==> src/rtl/base_aforce_cnt.sv <==
// Multi-channel counted force cell: each channel passes valid/ready through until a
// load request makes it emit exactly N manufactured beats while holding upstream.
module base_aforce_cnt #(
    parameter int width  = 1,
    parameter int cwidth = 8
) (
    input  logic                    clk,
    input  logic                    reset,
    input  logic [0:width-1]        req_v,
    input  logic [0:width*cwidth-1] req_cnt,
    output logic [0:width-1]        req_r,
    input  logic [0:width-1]        i_v,
    output logic [0:width-1]        i_r,
    output logic [0:width-1]        o_v,
    input  logic [0:width-1]        o_r,
    output logic [0:width-1]        o_forced,
    output logic [0:width-1]        busy,
    output logic [0:width-1]        done
);

    localparam logic [0:0] ST_IDLE  = 1'b0;
    localparam logic [0:0] ST_FORCE = 1'b1;

    for (genvar c = 0; c < width; c++) begin : g_ch
        logic [0:0]        state_q, state_d;
        logic [cwidth-1:0] cnt_q, cnt_d;
        logic              done_q, done_d;
        logic [cwidth-1:0] ld_cnt;
        logic              in_force;
        logic              ld_fire;

        // Field is stored MSB-first at the low index; the part-select keeps that order.
        assign ld_cnt   = req_cnt[c*cwidth +: cwidth];
        assign in_force = (state_q == ST_FORCE);
        assign ld_fire  = req_v[c] & req_r[c];

        assign req_r[c]    = ~in_force & ~reset;
        assign o_v[c]      = in_force ? 1'b1 : i_v[c];
        assign i_r[c]      = in_force ? 1'b0 : o_r[c];
        assign o_forced[c] = in_force;
        assign busy[c]     = in_force;
        assign done[c]     = done_q;

        always_comb begin
            state_d = state_q;
            cnt_d   = cnt_q;
            done_d  = 1'b0;
            case (state_q)
                ST_IDLE: begin
                    if (ld_fire) begin
                        if (ld_cnt != '0) begin
                            state_d = ST_FORCE;
                            cnt_d   = ld_cnt;
                        end else begin
                            done_d = 1'b1;
                        end
                    end
                end
                default: begin
                    if (o_r[c]) begin
                        // Last beat (or an impossible empty count) leaves FORCE; never wrap.
                        if (cnt_q > cwidth'(1)) begin
                            cnt_d = cnt_q - cwidth'(1);
                        end else begin
                            state_d = ST_IDLE;
                            cnt_d   = '0;
                            done_d  = (cnt_q != '0);
                        end
                    end
                end
            endcase
        end

        always_ff @(posedge clk or posedge reset) begin
            if (reset) begin
                state_q <= ST_IDLE;
                cnt_q   <= '0;
                done_q  <= 1'b0;
            end else begin
                state_q <= state_d;
                cnt_q   <= cnt_d;
                done_q  <= done_d;
            end
        end
    end

endmodule

==> config.mk <==
export PLATFORM = sky130hd
export DESIGN_NAME = base_aforce_cnt
export DESIGN_NICKNAME = d
export VERILOG_FILES = /design/src/rtl/base_aforce_cnt.sv
export SDC_FILE = /design/constraint.sdc
export NUM_CORES = 1
export LEC_CHECK = 0
export BUFFER_PORTS_ARGS = -buffer_cell sky130_fd_sc_hd__buf_4
export CORE_ASPECT_RATIO = 0.75
export CORE_UTILIZATION = 35
export CTS_BUF_LIST = sky130_fd_sc_hd__clkbuf_4
export CTS_CLUSTER_SIZE = 10
export DETAILED_ROUTE_END_ITERATION = 16
export GPL_ROUTABILITY_DRIVEN = 0
export MAX_ROUTING_LAYER = met4
export PLACE_DENSITY = 0.64
export SYNTH_ARGS = -nofsm -noshare
export SYNTH_HDL_FRONTEND = slang
export SYNTH_SLANG_ARGS = --single-unit
==> constraint.sdc <==
create_clock -name clk -period 2 [get_ports clk]
set_input_delay 0.6 -clock clk [delete_from_list [all_inputs] [get_ports clk]]
set_output_delay 0.6 -clock clk [all_outputs]
set_load 0.01 [all_outputs]
Word level (Yosys, flattened, before mapping) --
Cells that the tools add are included.
Cells by class: $add $sub $neg 1, multiply operators 0, divide/modulo/power cells 0, magnitude comparators 1, equal/unequal tests 1, shifts and indexed selects 0, mux-type cells 17, bitwise gates (word level) 4, reduce and logical (&&, ||, !) cells 5
Operators with widths (count):
- 2-to-1 mux 8 bit | 5
- nonzero test 8 bit | 2
- 2-to-1 mux 1 bit | 12
- greater-than comparator 8 x 1 -> 1 bit, second input constant | 1
- subtractor 8 x 1 -> 8 bit, second input constant | 1
- nonzero test 2 bit | 2
- AND reduction 3 bit | 1
- bitwise AND 1 bit | 2
- inequality test 2 bit, second input constant | 1
- inverter 1 bit | 2
Storage, ports and cells: register bits 10, bits in latches 0, RAM bits 0, memory bits (read-only) 0, bits of input ports 13, output and inout port bits 6, logic and storage cells 32, memories kept 0

Depth between registers and ports, before layout --
depth after elaboration 5, depth in mapped cells 6, depth with buffers taken out 6

Worst setup path after synthesis --
OpenSTA, ideal clock, no wires.
path kind in2reg, start point input reset, end point register g_ch[0].cnt_q[3], library setup time 0.121 ns, data arrival time 1.601 ns, required time 1.879 ns, setup slack 0.278 ns, stages 5, path buffers 1, path through or3b_1 -> a21oi_1 -> buf_2 -> o22ai_1 -> a22o_1
Between the ends: longest elaborated chain between the ends 5
RTL lines:
- start, declared | RTL line 8 | input logic reset,
- inverter 1 bit | RTL line 37 | assign req_r[c] = ~in_force & ~reset;
- bitwise AND 1 bit | RTL line 37
- bitwise AND 1 bit | RTL line 35 | assign ld_fire = req_v[c] & req_r[c];
- nonzero test 2 bit (no line)
- AND reduction 3 bit (no line)
- end signal, assigned | RTL line 81 | cnt_q <= cnt_d;
- end, declared | RTL line 26 | logic [cwidth-1:0] cnt_q, cnt_d;
No other way between the ends. A chain may end at the register's enable or synchronous reset.

Worst setup path in the final report --
start point register g_ch[0].state_q (netlist: busy), end point output o_v
Between the ends: longest elaborated chain between the ends 1
RTL lines:
- start, declared | RTL line 25 | logic [0:0] state_q, state_d;
- start signal, assigned | RTL line 80 | state_q <= state_d;
- 2-to-1 mux 1 bit | RTL line 38 | assign o_v[c] = in_force ? 1'b1 : i_v[c];
- end, declared | RTL line 14 | output logic [0:width-1] o_v,
No other way between the ends.

==> impl_results.md <==
* Syn Inst Count at 83
* Die height at 41.30 microns
* Worst path cell trace: buf_4 > or2_2 > buf_4
* Total GRT Usage at 0.2018
* Post-synthesis net count at 99
* Arr. time, crit path at 1.26 ns
* Yosys reg bits at 10
* Achievable Freq at 0.5372 GHz
* Vias in the first global route at 669
* Num rows at 13
* Clk_skew at slightly below 0.002 ns
* Power per cell area at approximately 1400 nW/um^2
* Worst VDD drop at roughly 0.84 mV
* I/O pin total at 19
* Fin crit share at 0.9308
* Most used DFF post-synth: dfrtp_1
* Yosys cell types at 33
* Layout cells sized above 1 at 0.3119
* Crit start category: register
* EDFF count, synth at 0
* Count of final setup violators at 0
* Worst-Margin Slew at 0.5155 ns
* Initial antenna violation count at 0
* Register area at between 200 and 300 sq um
* Bufs on Longest Clock Path at 2
* Die width at about 54 microns
* Post-DR vias/cell at approximately 5.8
* Hpwl dp at around 1500 microns
* Slack of the critical path at between 0.1 and 0.15 ns
* CTS H-tree lvls at 1
* Drt first-iter violations at 14
* Die area at roughly 2200 sq um
* Max cap viols at 0
* First-pass DRT Iterations at 4
* Root Buffer: clkbuf_4
* Minimum clock period at between 1.5 and 2 ns
* Synthesized area per cell at ~8.7 sq um
* Clock-pin slew of the registers on the worst-case setup and hold paths at approximately 0.060 ns
* Via count at about 760
* Worst path slowest cell: dfrtp_1
* Critical path peak fanout at 13
* Slew Viols, Final at 0
* Post-CTS Resized at 0
* Met3 wire len at 111 microns
* Dominant cell type by area after synthesis: dfrtp_1
* Outcome: complete, no violations
* Crit. End Element: primary output
* Async SR Flop Fraction at 1.000
* Postcts setup bufs at 0
* Critical path type: reg -> out
* Routed WL at approximately 1800 microns
* Commonest non-fill, non-tap cell in the layout: buf_4
* DR WL met2 at about 760 microns
* First-pass GRT wire length at about 3000 microns
* Commonest cells after routing, fill and taps aside: buf_4 (26), dfrtp_1 (10), nor3_1 (8)
* Antenna diodes at 0
* Fillcell total at between 150 and 200
* Worst stage delay on the critical path at 0.37 ns
* Clk Latency, worst-skew pair at ~0.26 ns
* RSZ-0062 raised after global routing: false
* Core box area at between 1500 and 2000 sq um
* Final Hold Vio Count at 0
* Largest cells by area after synthesis: dfrtp_1 (35%), o2bb2ai_1 (6.1%), nor3_1 (5.6%), ha_1 (5.2%), o22ai_1 (5.2%)
* Post-DRT Antenna Nets at 0
* Largest delay share family, worst path: flip-flops
* Ys Warns at 0
* # DRC at 0
* Post-synthesis sequential area ratio at 0.3472
* Worst endpoint required time at between 1 and 1.5 ns
* Grt ovf at 0
* Highest routed layer: met4
* Relative slew slack at 0.6531
* Clock Sinks at 10
* Final cell utilization of the core at 0.5167
* Starting utilization of the core area at 0.3921
* Multi-input logic area at around 430 sq um
* Pre-CTS setup slack at -0.05430 ns
* Port buffer count at 18
* Area of the mapped netlist at slightly above 700 sq um
* CTS Hold Bufs at 0
* Leak at roughly 0.42 nW
* Hold Path Class: in -> async
* Nets@finish at about 130
* Synth top area share at 0.3472
* Most frequent CP cell: buf_4
* Largest net degree at the start of global routing at 14
* Routed len/inst at 13.97 microns
* Met1 Wirelength at between 900 and 1000 microns
* Total power at 1.332 mW
* CTS tree: yes
* CTS buffer count at 3
* Buffers and inverters on the worst path at 2
* Layout Area Growth over Synthesis at 31.77%
synth_stat cells, types with 2 or more instances:
library cell  count
a21oi_1           3
a22o_1            2
a22oi_1           2
a2bb2oi_1         2
clkbuf_1          2
dfrtp_1          10
ha_1              3
inv_1             5
nand2_1           5
nor2_1            7
nor2b_1           2
nor3_1            8
nor4_1            3
o22ai_1           6
o2bb2ai_1         5
cell type report:
class | instances | share of cell area
multi-input cells | 63 | 0.4506
repair buffers | 26 | 0.2055
well taps | 22 | 0.02899
flip-flops and latches | 10 | 0.2635
clock buffers | 3 | 0.02372
clock inverters | 1 | 0.003953
inverters | 6 | 0.02372
routing by layer:
metal	global-route usage	vias up
li1	-	368
met1	0.2709	350
met2	0.2988	32
met3	0.03261	5
met4	0.09615	0
met5	-	-
cells by family after synthesis:
group,share of synthesized area
flip-flops,0.3472
AND/OR/NAND/NOR,0.2552
AO/OA/AOI/OAI,0.2865
buffers and inverters,0.05903
adder cells (fa/ha/maj),0.05209
worst paths after layout:
path                                   from               end  slack (ns)  cells past startpoint
max                                    busy               o_v        0.14                      3
min                                   reset              busy        0.44                      3
max reg2reg                g_ch[0].cnt_q[0]  g_ch[0].cnt_q[3]        0.17                      6
min reg2reg                g_ch[0].cnt_q[7]  g_ch[0].cnt_q[7]        0.54                      1
max in group asynchronous             reset  g_ch[0].cnt_q[6]        1.28                      3
min in group clk           g_ch[0].cnt_q[7]  g_ch[0].cnt_q[7]        0.54                      1
worst min-delay path, cell delays in order:
cell and delay, ns:
buf_4 0.11, buf_4 0.12, inv_1 0.29
flip-flops by register name, summed over array words and instances (netlist names):
| register | count |
|---|---|
| busy | 1 |
| g_ch.cnt_q | 8 |
| done | 1 |
per-stage QoR:
step / area, sq um / cells / setup TNS, ns / hold slack [ns]
finish: 949.7 / 131 / 0 / 0.4419
global route: 949.7 / 131 / 0 / 0.4758
CTS: 949.7 / 131 / 0 / 0.4492
detailed placement: 923.4 / 127 / -0.1271 / 0.5175
global placement: 923.4 / 127 / -0.07764 / 0.5215
floorplan: 720.7 / 83 / 0 / 0.4402
where the power goes:
| group | internal, mW | switching (mW) | total, mW |
|---|---|---|---|
| clock network | 0.0721 | 0.0672 | 0.139 |
| registers | 0.292 | 0.0879 | 0.380 |
| logic | 0.376 | 0.437 | 0.813 |
Note: power is estimated with default switching activity, not from simulation.
